===== src/rtl/psum_accumulator.sv =====
// Partial-sum stage: re-aligns issue control with the multiplier product word,
// unpacks it into 2 or 4 signed lanes and accumulates each group with saturation.
module psum_accumulator #(
  parameter int ACC_W = 24,
  parameter int LAT   = 4
) (
  input  logic               clk,
  input  logic               reset,
  input  logic               iss_valid,
  input  logic               iss_last,
  input  logic               iss_mode,
  input  logic [31:0]        p,
  input  logic               out_ready,
  input  logic               err_clr,
  output logic               out_valid,
  output logic [4*ACC_W-1:0] out_acc,
  output logic               out_mode,
  output logic [15:0]        out_beats,
  output logic [3:0]         out_sat,
  output logic               mode_err,
  output logic               drop_err
);

  typedef enum logic {S_IDLE, S_ACCUM} state_t;

  localparam logic signed [ACC_W-1:0] ACC_MAX = {1'b0, {(ACC_W-1){1'b1}}};
  localparam logic signed [ACC_W-1:0] ACC_MIN = {1'b1, {(ACC_W-1){1'b0}}};

  state_t                  r_state;
  logic [LAT-1:0]          r_dly_vld;
  logic [LAT-1:0]          r_dly_last;
  logic [LAT-1:0]          r_dly_mode;
  logic                    r_grp_mode;

  logic                    w_vld_p0;
  logic                    w_last_p0;
  logic                    w_mode_p0;
  logic                    w_dec_mode_p0;
  logic                    w_finish_p0;
  logic                    w_mode_set_p0;
  logic signed [ACC_W-1:0] w_lane_p0 [4];
  logic [ACC_W:0]          w_sum_p0 [4];
  logic signed [ACC_W-1:0] w_acc_nxt [4];
  logic [3:0]              w_ovf_p0;
  logic [15:0]             w_beats_nxt;
  logic [3:0]              w_sat_nxt;

  logic signed [ACC_W-1:0] r_acc_p1 [4];
  logic [15:0]             r_beats_p1;
  logic [3:0]              r_sat_p1;

  // Returns {overflow, clamped sum}; overflow shows up as disagreeing top two bits.
  function automatic logic [ACC_W:0] sat_add(input logic signed [ACC_W-1:0] a,
                                             input logic signed [ACC_W-1:0] b);
    logic signed [ACC_W:0] s;
    s = {a[ACC_W-1], a} + {b[ACC_W-1], b};
    if (s[ACC_W] != s[ACC_W-1])
      return {1'b1, (s[ACC_W] ? ACC_MIN : ACC_MAX)};
    return {1'b0, s[ACC_W-1:0]};
  endfunction

  function automatic logic [15:0] sat_inc(input logic [15:0] v);
    return (v == 16'hFFFF) ? v : v + 16'd1;
  endfunction

  assign w_vld_p0      = r_dly_vld[LAT-1];
  assign w_last_p0     = r_dly_last[LAT-1];
  assign w_mode_p0     = r_dly_mode[LAT-1];
  assign w_finish_p0   = w_vld_p0 && w_last_p0;
  assign w_mode_set_p0 = (r_state == S_ACCUM) && w_vld_p0 && (w_mode_p0 != r_grp_mode);

  // Stage p0: product word aligned with delayed control; decode with the group's mode
  always_comb begin
    w_dec_mode_p0 = (r_state == S_IDLE) ? w_mode_p0 : r_grp_mode;
    w_ovf_p0      = '0;
    for (int k = 0; k < 4; k++) begin
      w_lane_p0[k] = '0;
      w_sum_p0[k]  = '0;
      w_acc_nxt[k] = '0;
    end
    if (w_dec_mode_p0) begin
      for (int k = 0; k < 4; k++)
        w_lane_p0[k] = ACC_W'($signed(p[8*k +: 8]));
    end else begin
      w_lane_p0[0] = ACC_W'($signed(p[15:0]));
      w_lane_p0[1] = ACC_W'($signed(p[31:16]));
    end
    for (int k = 0; k < 4; k++) begin
      if (r_state == S_IDLE) begin
        w_acc_nxt[k] = w_lane_p0[k];
      end else begin
        w_sum_p0[k]  = sat_add(r_acc_p1[k], w_lane_p0[k]);
        w_acc_nxt[k] = w_sum_p0[k][ACC_W-1:0];
        w_ovf_p0[k]  = w_sum_p0[k][ACC_W];
      end
    end
    w_beats_nxt = (r_state == S_IDLE) ? 16'd1 : sat_inc(r_beats_p1);
    w_sat_nxt   = (r_state == S_IDLE) ? 4'd0  : (r_sat_p1 | w_ovf_p0);
  end

  // Stage p1: running group sums
  always_ff @(posedge clk) begin
    if (w_vld_p0) begin
      for (int k = 0; k < 4; k++)
        r_acc_p1[k] <= w_acc_nxt[k];
      r_beats_p1 <= w_beats_nxt;
      r_sat_p1   <= w_sat_nxt;
    end
  end

  always_ff @(posedge clk) begin
    if (reset) begin
      r_state    <= S_IDLE;
      r_dly_vld  <= '0;
      r_dly_last <= '0;
      r_dly_mode <= '0;
      r_grp_mode <= 1'b0;
      out_valid  <= 1'b0;
      out_acc    <= '0;
      out_mode   <= 1'b0;
      out_beats  <= '0;
      out_sat    <= '0;
      mode_err   <= 1'b0;
      drop_err   <= 1'b0;
    end else begin
      r_dly_vld[0]  <= iss_valid;
      r_dly_last[0] <= iss_last;
      r_dly_mode[0] <= iss_mode;
      for (int i = 1; i < LAT; i++) begin
        r_dly_vld[i]  <= r_dly_vld[i-1];
        r_dly_last[i] <= r_dly_last[i-1];
        r_dly_mode[i] <= r_dly_mode[i-1];
      end

      if (w_vld_p0) begin
        if (r_state == S_IDLE)
          r_grp_mode <= w_mode_p0;
        r_state <= w_last_p0 ? S_IDLE : S_ACCUM;
      end

      // Stage p2: finished group result held for the consumer
      if (w_finish_p0) begin
        out_valid <= 1'b1;
        out_mode  <= w_dec_mode_p0;
        out_beats <= w_beats_nxt;
        out_sat   <= w_sat_nxt;
        for (int k = 0; k < 4; k++)
          out_acc[k*ACC_W +: ACC_W] <= w_acc_nxt[k];
      end else if (out_ready) begin
        out_valid <= 1'b0;
      end

      if (w_mode_set_p0)
        mode_err <= 1'b1;
      else if (err_clr)
        mode_err <= 1'b0;

      if (w_finish_p0 && out_valid && !out_ready)
        drop_err <= 1'b1;
      else if (err_clr)
        drop_err <= 1'b0;
    end
  end

endmodule

===== config.mk =====
export PLATFORM = sky130hd
export DESIGN_NAME = psum_accumulator
export DESIGN_NICKNAME = d
export VERILOG_FILES = /design/src/rtl/psum_accumulator.sv
export SDC_FILE = /design/constraint.sdc
export NUM_CORES = 1
export LEC_CHECK = 0
export CAP_MARGIN = 0
export CORE_MARGIN = 10
export CORE_UTILIZATION = 52
export DETAILED_ROUTE_END_ITERATION = 10
export GPL_TIMING_DRIVEN = 0
export PLACE_DENSITY = 0.77
export SYNTH_ARGS = -nofsm -noshare
export SYNTH_HDL_FRONTEND = slang
export SYNTH_SLANG_ARGS = --single-unit

===== constraint.sdc =====
create_clock -name clk -period 4.6 [get_ports clk]
set_input_delay 0.92 -clock clk [delete_from_list [all_inputs] [get_ports clk]]
set_output_delay 0.92 -clock clk [all_outputs]
set_load 0.02 [all_outputs]

* Yosys cells after proc, flatten, opt, wreduce, memory -nomap -nowiden
Memory sizes are Yosys's and may differ from the RTL's.
Index checks and enable logic that the tools add are counted.
** Operators by class
- Add/sub/neg operators :: 5
- Bitwise operators :: 1
- Reduce and logical (&&, ||, !) cells :: 9
- Eq/ne operators :: 6
- Multiplexer cells :: 42
** Operators with widths (count)
- $mux 25 :: 8
- $mux 24 :: 8
- $add 24x24->25 :: 4
- $mux 48 :: 2
- $mux 16 :: 2
- $mux 1 :: 21
- $add 16x1->16 const B :: 1
- $eq 16x16->1 const B :: 1
- $reduce_bool 2->1 :: 3
- $logic_and 1x1->1 :: 5
- $ne 1x1->1 :: 5
- $mux 4 :: 1
- $or 4x4->4 :: 1
- $logic_not 1->1 :: 1
** Storage, ports and cells
- Bits of input ports :: 39
- Memories :: 1
- Memory bits (writable) :: 96
- Output and inout bits :: 120
- Word-level logic and storage cells :: 78
- Flip-flop bits (word level) :: 154
** Memories
- r_acc_p1 :: depth 4, width 24, read ports 4, clocked after memory_dff 0, wr ports 4, RTL line 48 : logic signed [ACC_W-1:0] r_acc_p1 [4];

* Longest topological paths before layout
- Word-level depth :: 10
- Depth in mapped cells :: 19
- Mapped depth without buffers :: 13

* Least setup slack after synthesis
No wires, ideal clock.
- Path kind :: flip-flop to flip-flop
- From :: reg r_dly_vld[3]
- To :: reg out_acc[73]
- Path buffers :: 2
- Slack :: -0.052 ns
- Stages on the path, launching flop included :: 8
- Library setup time :: 0.106 ns
- Required time :: 4.494 ns
- Period minus slack after synthesis :: 4.652 ns
- Arrival time :: 4.546 ns
- Cells stage by stage :: dfxtp_1 -> nand2_1 -> or2_2 -> clkbuf_1 -> nor2_2 -> clkbuf_1 -> nand3_1 -> o311ai_0
** On the way
- Word-level cells in the longest chain between the ends :: 1
** RTL lines
- from (decl) :: RTL line 30 : logic [LAT-1:0] r_dly_vld;
- from (signal, indexed assignment) :: RTL line 130 : r_dly_vld[i] <= r_dly_vld[i-1];
- $logic_and 1x1->1 :: RTL line 69 : assign w_finish_p0 = w_vld_p0 && w_last_p0;
- to (signal, indexed assignment) :: RTL line 148 : out_acc[k*ACC_W +: ACC_W] <= w_acc_nxt[k];
- to (decl) :: RTL line 16 : output logic [4*ACC_W-1:0] out_acc,
Every way passes these cells.
A chain may end at the register's enable or synchronous reset.

==> flow_metrics.py <==
metrics = {
    "route": {
        "dr.pass1.iters": 7,
        "num_vias": 14100,
        "drcViolationCount": 0,
        "drtIter0Drc": 1336,
        "wl_per_cell_um": 21.9,
        "via_per_inst": 6.30,
        "antenna_left": 0,
        "wl_um": 48800,
    },
    "floorplan": {
        "core_area_um2": 28700,
        "rows": 62,
        "io_pins": 159,
        "initial_core_util_pct": 52.7,
        "die-area_um2": 36300,
        "chipHeight_um": 191,
        "die_w_um": 191,
    },
    "grt": {
        "grt-ovfl-total": 0,
        "antenna_found_initial": 2,
        "grt_max_degree": 60,
        "grt_use_total_pct": 25.6,
        "grt_pass1_vias": 13600,
        "grt_pass1_wl_um": 75100,
    },
    "cts": {
        "cts_max_path_buffers": 3,
        "cts_tree": "done",
        "cts_buffers": 27,
        "htreeDepth": 1,
        "cts.sinks": 250,
        "postCtsHoldBufs": 0,
        "cts.clk_slew.worst_paths_ps": 70,
        "root_buffer": "clkbuf_16",
        "clk_latency_ps": 570,
    },
    "setup_path": {
        "cpPeakStageDelay_ps": 420,
        "critPathSlowestCell": "a21oi_2",
        "crit_fanout": 10,
        "crit_arrival_ps": 4870,
        "cpMostUsedCell": "buf_4",
        "required_ps": 5010,
        "endpoint_kind": "register",
        "path_class": "reg2reg",
        "crit_chain": "buf_4 > mux2i_2 > buf_4 > clkbuf_4 > a21oi_1 > inv_1 > ha_1 > nand4_1 > a211oi_1 > a221oi_2 > nor4_1 > or2_2 > clkbuf_1 > nand3_1 > a21oi_2 > a31o_2",
        "crit_path_start_kind": "register",
    },
    "placement": {
        "dpl.hpwl_um": 36000,
        "port_buffers": 156,
        "place.gp.congestion": 0.956,
        "dp.cells": 2167,
    },
    "yosys": {
        "synth.most_common_cell": "nand2_1",
        "synth_top_flop_cell": "dfxtp_1",
        "syn_nets": 1731,
        "yosys.area.top_type": "edfxtp_1",
        "ys_ff_latch": 250,
        "ys_top_cells_by_area": "edfxtp_1 23%, dfxtp_1 18%, ha_1 5.2%",
        "synth_cells": 1625,
        "syn_area_per_cell_um2": 9.30,
        "synth_cell_types": 95,
        "synth_commonest_cells": "179 x nand2_1, 134 x dfxtp_1, 121 x a21oi_1, 116 x edfxtp_1, 105 x nor2_1",
        "ys_seq_area_share_pct": 40.8,
        "synth_top_area_share_pct": 23.0,
        "yosysWarnings": 0,
        "syn-cell-area_um2": 15100,
        "async_reset_ff_share_pct": 0,
        "synth_edf_count": 116,
    },
    "timing": {
        "finalHoldViolations": 0,
        "tightest_slew_ps": 1140,
        "min_period_ps": 4460,
        "relSlewSlack_pct": 23.6,
        "fmax_mhz": 224,
        "skew_ps": 19.5,
        "finalSetupViolations": 0,
        "fin_crit_sh_pct": 97.0,
        "timing_max_transition_violations_final": 0,
    },
    "layout": {
        "final_layout_size_suffix_gt1_share_pct": 9.76,
        "syn2layout_area_growth_pct": 21.9,
        "nNetsFinal": 1930,
        "final_cells": 2230,
    },
    "power_and_ir_drop": {
        "powerDensity_nw_per_um2": 278,
        "totalPowerFinal_w": 0.00513,
        "ir_drop_uv": 284,
        "switching_share_pct": 26.1,
        "p_comb_share_pct": 12.4,
        "leakage_nw": 7.01,
        "p_clk_share_pct": 41.8,
        "internal_power_w": 0.00379,
        "power.switching_w": 0.00134,
        "seqPwrFrac_pct": 45.8,
    },
    "status": {
        "status": "complete, no violations",
    },
    "job": {
        "drv_cap": 0,
    },
    "hold_path": {
        "hold_class": "reg2reg",
    },
}
-- cell type report --
type / count / area [um^2]
multi-input cells: 1249 / 8630
well taps: 384 / 480
fillers: 2396 / 10300
clock inverters: 9 / 52.6
inverters: 41 / 154
repair buffers: 172 / 1730
clock buffers: 40 / 808
plain buffers: 83 / 395
flip-flops and latches: 250 / 6170
diodes: 2 / 5.00
-- cell families after synthesis --
group	Yosys count	synth area share, %
buffers and inverters	127	3.57
flip-flops	250	40.8
adder cells (fa/ha/maj)	93	7.46
XOR/XNOR	95	5.75
AND/OR/NAND/NOR	504	16.2
AO/OA/AOI/OAI	534	24.7
multiplexers	22	1.53
-- worst paths after layout --
check	from	endpoint	slack [ps]	depth (start not counted)
min	r_dly_vld[2]	r_dly_vld[3]	440	1
max	r_state	r_acc_p1[0][20]	140	16
max reg2reg	r_state	r_acc_p1[0][20]	140	16
min reg2reg	r_dly_vld[2]	r_dly_vld[3]	440	1
-- power by group through the flow --
stage / Clock (W) / Combinational (W) / Sequential, W
floorplan: 0 / 0.000404 / 0.00240
global placement: 0 / 0.000572 / 0.00240
detailed placement: 0 / 0.000592 / 0.00240
CTS: 0.00216 / 0.000609 / 0.00235
global route: 0.00225 / 0.000690 / 0.00235
finish: 0.00214 / 0.000636 / 0.00235
-- layer usage --
layer | up-vias | GRT usage (%) | part of all wire (%) | routed length, um
met3 | 125 | 6.00 | 9.0 | 4390
met1 | 6735 | 32.0 | 41 | 20200
met2 | 658 | 41.9 | 45 | 22100
met4 | 0 | 10.2 | 4.1 | 2020
li1 | 6532 | - | - | -
met5 | - | 0 | 0 | 0
-- worst max-delay path, delay by kind of cell, from the launching register on --
kind	cells	cell delay, ps
DFF	1	310
and+or+nand+nor	4	940
adders and majority gates	1	370
AOI/OAI and AO/OA	5	1430
muxes	1	190
buffers and inverters	5	1060
-- state kept, by name (all words and copies together), names as in the netlist --
register	count
drop_err	1
out_valid	1
out_acc	96
r_dly_last	4
r_acc_p1	96
r_grp_mode	1
out_beats	16
mode_err	1
r_dly_mode	4
r_state	1
r_beats_p1	16
r_sat_p1	4
out_mode	1
out_sat	4
r_dly_vld	4
-- cells in the final DEF (no fill, tap or decap), types with 24 or more instances in the layout --
cell type	synthesis	routed
nand2_1	179	177
clkdlybuf4s50_1	0	156
dfxtp_1	134	133
edfxtp_1	116	116
a21oi_1	121	114
nor2_1	105	103
o21ai_0	101	98
ha_1	63	60
clkbuf_1	60	57
nand3_1	51	51
xnor2_1	51	51
xor2_1	42	42
inv_1	41	40
a21o_1	38	38
clkbuf_16	0	30
a221o_1	29	29
a22o_1	27	27
maj3_1	26	26
and2_1	23	24
o211ai_1	24	24
-- what timing repair did --
| action | CTS | global route |
|---|---|---|
| pin swaps | 7 | 5 |
| setup endpoints to repair | 194 | 166 |
| buffers inserted | 5 | 9 |
| resized for setup | 43 | 19 |
| cloned | 0 | 1 |
| hold endpoints to repair | 0 | 0 |
-- through the flow --
| step | setup slack, ps | area, um^2 | util (%) | setup TNS (ps) | hold slack (ps) |
|---|---|---|---|---|---|
| 3_5_place_dp | -1170 | 17200 | 60.0 | -126380 | 432 |
| 4_1_cts | -29.3 | 18300 | 63.7 | -29.3 | 442 |
| 5_1_grt | -0.401 | 18400 | 64.2 | -0.401 | 460 |
| 2_1_floorplan | 302 | 15100 | - | 0 | 414 |
| 6_report | 139 | 18400 | 64.2 | 0 | 439 |
| 3_3_place_gp | -1040 | 17200 | 59.8 | -118440 | 418 |
(Power assumes the default switching activity.)
==> RTL change (same settings) <==
`ACC_W`: 24 -> 16.
--- a/src/rtl/psum_accumulator.sv
+++ b/src/rtl/psum_accumulator.sv
@@ -3,3 +3,3 @@
 module psum_accumulator #(
-  parameter int ACC_W = 24,
+  parameter int ACC_W = 16,
   parameter int LAT   = 4
Ports: changed (resized out_acc); port bits go from 159 to 127. No check against the original RTL was run, so the function may have changed too.
==> RTL change against the original RTL <==
  * Setup slack improved by 0.096 ns
  * Via count decreased by 29%
  * Sequential power is 26% lower
  * Largest cell class unchanged
  * Combinational power fell by 34%
  * Sequential share of layout area is 1.5 points higher
  * Sequential cell count down 64
  * Worst hold slack is essentially flat
  * Area after synthesis shrank 28%
  * Die area fell by 26%
  * Power fell by 29%
  * Routed wire length shrank 29%
  * Cell area is 29% lower
  * Cell count is 26% lower
==> RTL change: results (changes against the original RTL) <==
metric;value;unit;change
outcome;finished, final reports clean;;
slowest CP cell;mux2i_4;;
worst-skew pair later-pin latency;0.45;ns;-0.12 ns
switching portion of total power;26.9;%;+0.88 points
Place WS;-0.915;ns;+0.259 ns
post_cts resized;0;;-100%
Synth Area in Compound Gates;20.7;%;-4.0 points
global-route track usage on met1;32.6;%;+0.53 points
Seq/Total Area, Yosys;42.2;%;+1.4 points
Netlist cell types;83;;-13%
Commonest cells post-synth;nand2_1, nor2_1, dfxtp_1, a21oi_1, edfxtp_1;;
cts bufs inserted;17;;-37%
WP data arrival;4.74;ns;-0.13 ns
initial DRC count;906;;-32%
EDFF count, synth;84;;-28%
met3 Usage GRT;7.58;%;+1.6 points
buffers added on ports;125;;-20%
worst r2r path cells;14;;-2
GP Congestion;0.939;;-1.8%
post-synthesis mux area share;2.05;%;+0.52 points
vias per inst;6.04;;-4.1%
drt first pass iters;5;;-2
DRT met1 WL;14.4;mm;-29%
Max-slew headroom;37.8;%;+14 points
number of setup buffers added after CTS;0;;-5
Leakage;5.01;nW;-28%
met2 Resource Use GR;40.2;%;-1.7 points
Final HPWL DP;25.6;mm;-29%
# diodes;0;;-2
top cells by area, synth;edfxtp_1, dfxtp_1, nand2_1;;
largest net degree at the start of global routing;62;;+3.3%
share of cells above drive strength 1;6.19;%;-3.6 points
Worst Clk Skew;0.00809;ns;-0.0114 ns
gr usage total;25.4;%;-0.18 points
maximum vdd drop;0.000352;V;+24%
vias in the first global route;9604;;-29%
WHS;0.439;ns;+0.000188 ns
Max Freq;229;MHz;+2.2%
xor/xnor share of the synthesized area;5.51;%;-0.25 points
maximum clock path buffer count;2;;-1
Post-Syn Nets;1310;;-24%
fin nets;1450;;-25%
worst stage delay on the critical path;0.49;ns;+0.07 ns
global-route wire length before repair;53.3;mm;-29%
FF-to-FF setup slack;0.23;ns;+0.10 ns
-- RTL change: stage by stage --
step	utilization [%]	cell area [um2]	cells	power, mW
2_1_floorplan	-	10800	1220	2.05
3_3_place_gp	60.9	12400	1615	2.18
3_5_place_dp	61.1	12400	1616	2.18
4_1_cts	63.9	13000	1645	3.65
5_1_grt	64.0	13000	1643	3.78
6_report	64.0	13000	1643	3.66
-- RTL change: final timing paths --
| check | startpoint | to |
|---|---|---|
| hold / removal | r_dly_vld[2] | r_dly_vld[3] |
| setup reg to reg | r_state | out_acc[22] |
| hold reg to reg | r_dly_vld[2] | r_dly_vld[3] |
| setup / recovery | r_state | out_acc[22] |
-- RTL change: final cells by class --
| class | count | area share, % |
|---|---|---|
| well taps | 270 | 2.59 |
| multi-input cells | 938 | 45.3 |
| plain buffers | 58 | 1.78 |
| flip-flops and latches | 186 | 35.0 |
| inverters | 33 | 0.950 |
| clock buffers | 19 | 3.65 |
| clock inverters | 13 | 0.883 |
| repair buffers | 126 | 9.81 |
-- RTL change: cells by family after synthesis --
group | after synthesis
and+or+nand+nor | 462
AOI/OAI and AO/OA | 336
DFF | 186
buffers and inverters | 96
xor gates and xnor gates | 68
adders and majority gates | 53
muxes | 19
-- RTL change: power by group through the flow --
stage               Sequential (mW)  Combinational (mW)  Clock [mW]
floorplan                      1.78               0.267           0
global placement               1.79               0.392           0
detailed placement             1.78               0.401           0
CTS                            1.74               0.404        1.51
global route                   1.74               0.456        1.58
finish                         1.74               0.418        1.50
-- RTL change: critical path, delay by kind of cell, from the launching register on --
family                     cells  cell delay [ns]
buffers and inverters          2             0.74
AOI/OAI and AO/OA              4             1.09
muxes                          1             0.49
and+or+nand+nor                6             1.20
DFF                            1             0.46
adders and majority gates      1             0.29
